===== src/rtl/gate_controller_if.sv =====
// Gate controller signal bundle: raw sensors and parking-FSM handshake.
// master = controller side, slave = environment driving sensors and grants.
interface gate_controller_if;
  logic       entry_sensor;
  logic       exit_sensor;
  logic [1:0] exit_slot_sel;
  logic       pass_sensor;
  logic       is_open;
  logic       is_full;
  logic       entry_signal;
  logic       exit_signal;
  logic [1:0] exit_slot;
  logic       gate_open;
  logic       denied;
  logic       busy;

  modport master (
    input  entry_sensor, exit_sensor, exit_slot_sel, pass_sensor, is_open, is_full,
    output entry_signal, exit_signal, exit_slot, gate_open, denied, busy
  );

  modport slave (
    output entry_sensor, exit_sensor, exit_slot_sel, pass_sensor, is_open, is_full,
    input  entry_signal, exit_signal, exit_slot, gate_open, denied, busy
  );
endinterface


===== src/rtl/gate_controller.sv =====
// Parking gate controller: synchronize/debounce sensors, request the parking FSM, drive the gate.
// Request pulse lands DEBOUNCE_CYCLES+2 edges after the raw sensor is first sampled high; all outputs registered.
module gate_controller #(
  parameter int DEBOUNCE_CYCLES = 4,
  parameter int ACK_WAIT        = 3,
  parameter int OPEN_CYCLES     = 16
) (
  input logic               clk,
  input logic               reset,
  gate_controller_if.master gif
);
  localparam int S_ENTRY = 0;
  localparam int S_EXIT  = 1;
  localparam int S_PASS  = 2;
  localparam logic [4:0] DEB_HIT   = 5'(DEBOUNCE_CYCLES);
  localparam logic [4:0] DEB_SAT   = 5'(DEBOUNCE_CYCLES + 1);
  localparam logic [7:0] ACK_LAST  = 8'(ACK_WAIT - 1);
  localparam logic [7:0] OPEN_LAST = 8'(OPEN_CYCLES - 1);

  typedef enum logic [2:0] {IDLE, REQ, WAIT_ACK, OPEN, PASSING, DENY} state_t;

  logic [2:0] sensor_raw;
  logic [2:0] sync1_q, sync1_d, sync2_q, sync2_d;
  logic [4:0] deb_cnt_q [3];
  logic [4:0] deb_cnt_d [3];
  logic       entry_evt, exit_evt, pass_deb;

  state_t     state_q, state_d;
  logic [7:0] wait_cnt_q, wait_cnt_d;
  logic [7:0] timer_q, timer_d;
  logic [1:0] exit_slot_q, exit_slot_d;
  logic       entry_signal_q, entry_signal_d;
  logic       exit_signal_q, exit_signal_d;
  logic       gate_open_q, gate_open_d;
  logic       denied_q, denied_d;
  logic       busy_q, busy_d;

  assign sensor_raw = {gif.pass_sensor, gif.exit_sensor, gif.entry_sensor};

  // Counter saturates one past the hit value so each high run yields exactly one event.
  always_comb begin
    sync1_d = sensor_raw;
    sync2_d = sync1_q;
    for (int i = 0; i < 3; i++) begin
      if (!sync2_q[i])
        deb_cnt_d[i] = '0;
      else if (deb_cnt_q[i] == DEB_SAT)
        deb_cnt_d[i] = deb_cnt_q[i];
      else
        deb_cnt_d[i] = deb_cnt_q[i] + 5'd1;
    end
  end

  assign entry_evt = (deb_cnt_q[S_ENTRY] == DEB_HIT);
  assign exit_evt  = (deb_cnt_q[S_EXIT] == DEB_HIT);
  assign pass_deb  = (deb_cnt_q[S_PASS] >= DEB_HIT);

  always_comb begin
    state_d        = state_q;
    wait_cnt_d     = wait_cnt_q;
    timer_d        = timer_q;
    exit_slot_d    = exit_slot_q;
    entry_signal_d = 1'b0;
    exit_signal_d  = 1'b0;
    case (state_q)
      IDLE: begin
        wait_cnt_d = '0;
        if (exit_evt) begin
          exit_slot_d   = gif.exit_slot_sel;
          exit_signal_d = 1'b1;
          state_d       = REQ;
        end else if (entry_evt) begin
          if (gif.is_full) begin
            state_d = DENY;
          end else begin
            entry_signal_d = 1'b1;
            state_d        = REQ;
          end
        end
      end
      // REQ is the pulse cycle and already counts as the first acknowledge window cycle.
      REQ, WAIT_ACK: begin
        if (gif.is_open) begin
          timer_d = '0;
          state_d = OPEN;
        end else if (wait_cnt_q == ACK_LAST) begin
          state_d = DENY;
        end else begin
          wait_cnt_d = wait_cnt_q + 8'd1;
          state_d    = WAIT_ACK;
        end
      end
      OPEN: begin
        timer_d = timer_q + 8'd1;
        if (timer_q == OPEN_LAST)
          state_d = IDLE;
        else if (pass_deb)
          state_d = PASSING;
      end
      PASSING: begin
        timer_d = timer_q + 8'd1;
        if (timer_q == OPEN_LAST || !sync2_q[S_PASS])
          state_d = IDLE;
      end
      DENY:    state_d = IDLE;
      default: state_d = IDLE;
    endcase
    gate_open_d = (state_d == OPEN) || (state_d == PASSING);
    denied_d    = (state_d == DENY);
    busy_d      = (state_d != IDLE);
  end

  always_ff @(posedge clk or posedge reset) begin
    if (reset) begin
      sync1_q        <= '0;
      sync2_q        <= '0;
      for (int i = 0; i < 3; i++) deb_cnt_q[i] <= '0;
      state_q        <= IDLE;
      wait_cnt_q     <= '0;
      timer_q        <= '0;
      exit_slot_q    <= '0;
      entry_signal_q <= 1'b0;
      exit_signal_q  <= 1'b0;
      gate_open_q    <= 1'b0;
      denied_q       <= 1'b0;
      busy_q         <= 1'b0;
    end else begin
      sync1_q        <= sync1_d;
      sync2_q        <= sync2_d;
      for (int i = 0; i < 3; i++) deb_cnt_q[i] <= deb_cnt_d[i];
      state_q        <= state_d;
      wait_cnt_q     <= wait_cnt_d;
      timer_q        <= timer_d;
      exit_slot_q    <= exit_slot_d;
      entry_signal_q <= entry_signal_d;
      exit_signal_q  <= exit_signal_d;
      gate_open_q    <= gate_open_d;
      denied_q       <= denied_d;
      busy_q         <= busy_d;
    end
  end

  assign gif.entry_signal = entry_signal_q;
  assign gif.exit_signal  = exit_signal_q;
  assign gif.exit_slot    = exit_slot_q;
  assign gif.gate_open    = gate_open_q;
  assign gif.denied       = denied_q;
  assign gif.busy         = busy_q;
endmodule


===== src/flat_wrapper.sv =====
// flat-port wrapper written by rule: the top's interface ports become plain ports
module gate_controller_flat 
#(
  parameter int DEBOUNCE_CYCLES = 4,
  parameter int ACK_WAIT        = 3,
  parameter int OPEN_CYCLES     = 16
)
  (clk, reset, gif_entry_sensor, gif_exit_sensor, gif_exit_slot_sel, gif_pass_sensor, gif_is_open, gif_is_full, gif_entry_signal, gif_exit_signal, gif_exit_slot, gif_gate_open, gif_denied, gif_busy);
  gate_controller_if gif_i ();
  input logic clk;
  input logic reset;
  input wire logic [$bits(gif_i.entry_sensor)-1:0] gif_entry_sensor;
  input wire logic [$bits(gif_i.exit_sensor)-1:0] gif_exit_sensor;
  input wire logic [$bits(gif_i.exit_slot_sel)-1:0] gif_exit_slot_sel;
  input wire logic [$bits(gif_i.pass_sensor)-1:0] gif_pass_sensor;
  input wire logic [$bits(gif_i.is_open)-1:0] gif_is_open;
  input wire logic [$bits(gif_i.is_full)-1:0] gif_is_full;
  output wire logic [$bits(gif_i.entry_signal)-1:0] gif_entry_signal;
  output wire logic [$bits(gif_i.exit_signal)-1:0] gif_exit_signal;
  output wire logic [$bits(gif_i.exit_slot)-1:0] gif_exit_slot;
  output wire logic [$bits(gif_i.gate_open)-1:0] gif_gate_open;
  output wire logic [$bits(gif_i.denied)-1:0] gif_denied;
  output wire logic [$bits(gif_i.busy)-1:0] gif_busy;
  assign gif_i.entry_sensor = gif_entry_sensor;
  assign gif_i.exit_sensor = gif_exit_sensor;
  assign gif_i.exit_slot_sel = gif_exit_slot_sel;
  assign gif_i.pass_sensor = gif_pass_sensor;
  assign gif_i.is_open = gif_is_open;
  assign gif_i.is_full = gif_is_full;
  assign gif_entry_signal = gif_i.entry_signal;
  assign gif_exit_signal = gif_i.exit_signal;
  assign gif_exit_slot = gif_i.exit_slot;
  assign gif_gate_open = gif_i.gate_open;
  assign gif_denied = gif_i.denied;
  assign gif_busy = gif_i.busy;
  gate_controller #(.DEBOUNCE_CYCLES(DEBOUNCE_CYCLES), .ACK_WAIT(ACK_WAIT), .OPEN_CYCLES(OPEN_CYCLES)) u_core (.clk(clk), .reset(reset), .gif(gif_i));
endmodule

===== config.mk =====
export PLATFORM = sky130hd
export DESIGN_NAME = gate_controller_flat
export DESIGN_NICKNAME = d
export VERILOG_FILES = /design/src/rtl/gate_controller_if.sv /design/src/rtl/gate_controller.sv /design/src/flat_wrapper.sv
export SDC_FILE = /design/constraint.sdc
export NUM_CORES = 1
export LEC_CHECK = 0
export BUFFER_PORTS_ARGS = -buffer_cell sky130_fd_sc_hd__buf_2
export CAP_MARGIN = 20
export CORE_ASPECT_RATIO = 0.9
export CORE_MARGIN = 2
export CORE_UTILIZATION = 40
export CTS_CLUSTER_DIAMETER = 30
export CTS_CLUSTER_SIZE = 24
export DETAILED_ROUTE_END_ITERATION = 12
export PLACE_DENSITY = 0.61
export SYNTH_ARGS = -nofsm -noshare
export SYNTH_HDL_FRONTEND = slang
export SYNTH_SLANG_ARGS = --single-unit

===== constraint.sdc =====
create_clock -name clk -period 3.9 [get_ports clk]
set_input_delay 0.39 -clock clk [delete_from_list [all_inputs] [get_ports clk]]
set_output_delay 0.39 -clock clk [all_outputs]
set_load 0.01 [all_outputs]

==> impl_metrics.csv <==
group,metric,value,unit
pwr,seq_power_share,44.9,%
place,placed_cells,306,
place,dp_hpwl,2800,microns
final_layout,multiInputGateArea,1010,sq um
worst_setup_path,startpoint,"u_core.state_q[1]$_DFF_PP0_",
final_layout,fin_area,2540,sq um
clocking,numCtsBuffers,5,
worst_setup_path,startpoint_type,"register",
pwr,switchingPower,495,uW
clocking,cts_setup_buffers,0,
logic_synthesis,synthArstFlopShare,100,%
floorplanning,die_area,6290,sq um
pwr,comb_power_share,28.8,%
global_routing,antenna_found_initial,0,
sta,fin_crit_sh,54.4,%
pwr,pwr-share-clk,26.3,%
clocking,root_buffer,"clkbuf_8",
floorplanning,die_x,83.4,microns
logic_synthesis,synth_cell_type_count,42,
logic_synthesis,synth_area_leader_cell,"dfrtp_1",
clocking,clkTransAtPathRegs,0.09,ns
sta,setup-violations-final,0,
drt,detail-route-antenna-nets,0,
logic_synthesis,post-synth-top-count-cell,"dfrtp_1",
clocking,cts.sinks,47,
run,drv_cap,0,
pwr,swShare,34.5,%
drt,viasPerCell,4.99,
drt,routedWlPerCell,12.3,microns
pwr,p_leak,1.19,nW
drt,drt_iter0_drc,64,
worst_setup_path,critPathKind,"reg -> reg",
sta,relSlewSlack,32.6,%
worst_setup_path,worst_r2r_endpoint,"u_core.gif.busy$_DFF_PP0_",
final_layout,seq_area,1180,sq um
final_layout,fillers,549,
logic_synthesis,synth_edf_count,0,
sta,tightestPinTransition,1.00,ns
clocking,clock_latency,0.30,ns
worst_setup_path,worstPathMaxFanout,8,
worst_setup_path,worst_setup_path_end_kind,"register",
pwr,ir_drop,0.000272,V
worst_setup_path,cp.required,4.14,ns
final_layout,syn_to_final_growth,12.2,%
logic_synthesis,synth.net_count,245,
outcome,status,"finished, final reports clean",
sta,clock_skew,0.00307,ns
logic_synthesis,syn-instance-count,224,
floorplanning,core_area,5560,sq um
clocking,ctsHoldBuffers,0,
sta,tns,0,ns
logic_synthesis,yosysWarnings,0,
logic_synthesis,ys_seq_area_share,51.8,%
worst_setup_path,reg2reg_setup_slack,1.78,ns
final_layout,diodes,0,
drt,drt_first_pass_iters,4,
sta,drv_slew,0,
floorplanning,rows,26,
global_routing,grt_max_degree,48,
global_routing,grt-ovfl-total,0,
sta,timing.final.crit_period,2.12,ns
logic_synthesis,yosys_register_bits,47,
pwr,power.density,563,nW/um^2
worst_setup_path,crit_arrival,2.36,ns
logic_synthesis,synth_common_cells,"dfrtp_1, nand2_1, nor2_1",
sta,hold_viol,0,
drt,drc,0,
global_routing,grt_pass1_wl,6580,microns
worst_setup_path,r2r-start,"u_core.state_q[1]$_DFF_PP0_",
sta,rsz0062_at_grt,"no",
place,post_dp_cell_area,2400,sq um
floorplanning,fp.dieH,75.4,microns
pwr,p_int,938,uW
clocking,cts-htree-levels,2,
logic_synthesis,synth_area_leaders,"dfrtp_1, ha_1, xnor2_1, nand2_1, o21ai_0",
sta,whs,0.0292,ns
clocking,post_cts_resized,0,
clocking,cts_tree,"built",
global_routing,grt_pass1_vias,1412,
logic_synthesis,syn_area_per_cell,10.1,sq um
floorplanning,io_pins,16,
final_layout,nNetsFinal,265,
global_routing,track_usage,13.2,%
place,port_buffers,15,
sta,timing.fmax,471,MHz
final_layout,final_cell_count_no_fill,315,
worst_hold_path,hp-class,"in -> async",
logic_synthesis,synth_flop_cell,"dfrtp_1",
logic_synthesis,netlist_area,2270,sq um
final_layout,layout-drive-gt1-share,13.1,%
worst_setup_path,critPathCapture,"u_core.gif.busy$_DFF_PP0_",
drt,vias,1572,
place,gp_congestion,0.799,
logic_synthesis,synth_top_area_share,51.8,%
floorplanning,initial_core_util,40.8,%
final_layout,final_util,45.7,%
clocking,clockBufferDepth,2,
drt,wl,3880,microns
worst_setup_path,ff2ff_path_depth,5,
## cell families after synthesis
group           share of synthesized area (%)
simple gates                             21.8
flops                                    51.8
compound gates                           9.10
buf+inv                                  3.70
xor+xnor                                 5.02
fa+ha+maj                                7.12
mux                                      1.38
## worst min-delay path by stage
stage | endpoint | slack, ns
floorplan | u_core.sync2_q[0]$_DFF_PP0_ | 0.33
global placement | u_core.sync2_q[1]$_DFF_PP0_ | 0.33
detailed placement | u_core.sync2_q[1]$_DFF_PP0_ | 0.34
CTS | u_core.sync1_q[1]$_DFF_PP0_ | 0.17
global route | u_core.wait_cnt_q[4]$_DFFE_PP0P_ | 0.04
finish | u_core.sync1_q[0]$_DFF_PP0_ | 0.03
## state kept, by name (all words and copies together), names as in the netlist
register	flops
u_core.gif.exit_signal	1
u_core.gif.exit_slot	2
u_core.gif.busy	1
u_core.timer_q	8
u_core.gif.denied	1
u_core.sync1_q	3
u_core.wait_cnt_q	8
u_core.gif.entry_signal	1
u_core.gif.gate_open	1
u_core.state_q	3
u_core.sync2_q	3
u_core.deb_cnt_q	15
## cell usage in the layout, fill, tap and decap left out, types with 2 or more instances in the layout
master,n
dfrtp_1,47
nor2b_1,2
and3b_1,2
ha_1,12
xor2_1,2
a31oi_1,2
a21oi_1,8
buf_2,15
nand4_1,6
nor3_1,6
nor4_1,4
nand2b_1,2
nor2_1,19
xnor2_1,11
and2_1,6
nand3_1,10
o21ai_0,15
mux2i_1,2
or3_2,2
inv_1,14
clkbuf_8,6
and3_1,3
nand2_1,25
nand3b_1,2
## layer usage
metal	global-route usage, %	share of wire [%]	vias to the layer above
li1	-	-	808
met1	18.5	53	739
met2	20.3	42	17
met3	3.36	3.0	8
met4	4.92	1.6	0
met5	0	0	-
## power by group through the flow
stage,Combinational (mW),Sequential (mW),Clock (mW)
4_1_cts,0.415,0.642,0.390
6_report,0.413,0.643,0.377
3_3_place_gp,0.411,0.649,0
5_1_grt,0.478,0.657,0.408
2_1_floorplan,0.347,0.630,0
3_5_place_dp,0.414,0.651,0
## critical path, stage by stage, from the launching register on
cell,delay (ns)
dfrtp_1,0.47
nor3_1,0.84
nand3_1,0.28
o32ai_2,0.29
nor2b_1,0.09
nand3_1,0.08
## cell type report
type                       count  area share (%)
inverter                      15            2.21
tap                           70            3.44
timing repair buffer          16            3.74
multi-input combinational    159            39.6
sequential                    47            46.2
clock buffer                   6            3.24
clock inverter                 2            1.52
## metrics by stage
| stage | worst slack [ns] | total power, mW |
|---|---|---|
| 6_report | 1.78 | 1.43 |
| 5_1_grt | 1.55 | 1.54 |
| 4_1_cts | 1.80 | 1.45 |
| 3_5_place_dp | 1.80 | 1.06 |
| 3_3_place_gp | 1.87 | 1.06 |
| 2_1_floorplan | 1.93 | 0.977 |
(Power assumes the default switching activity.)
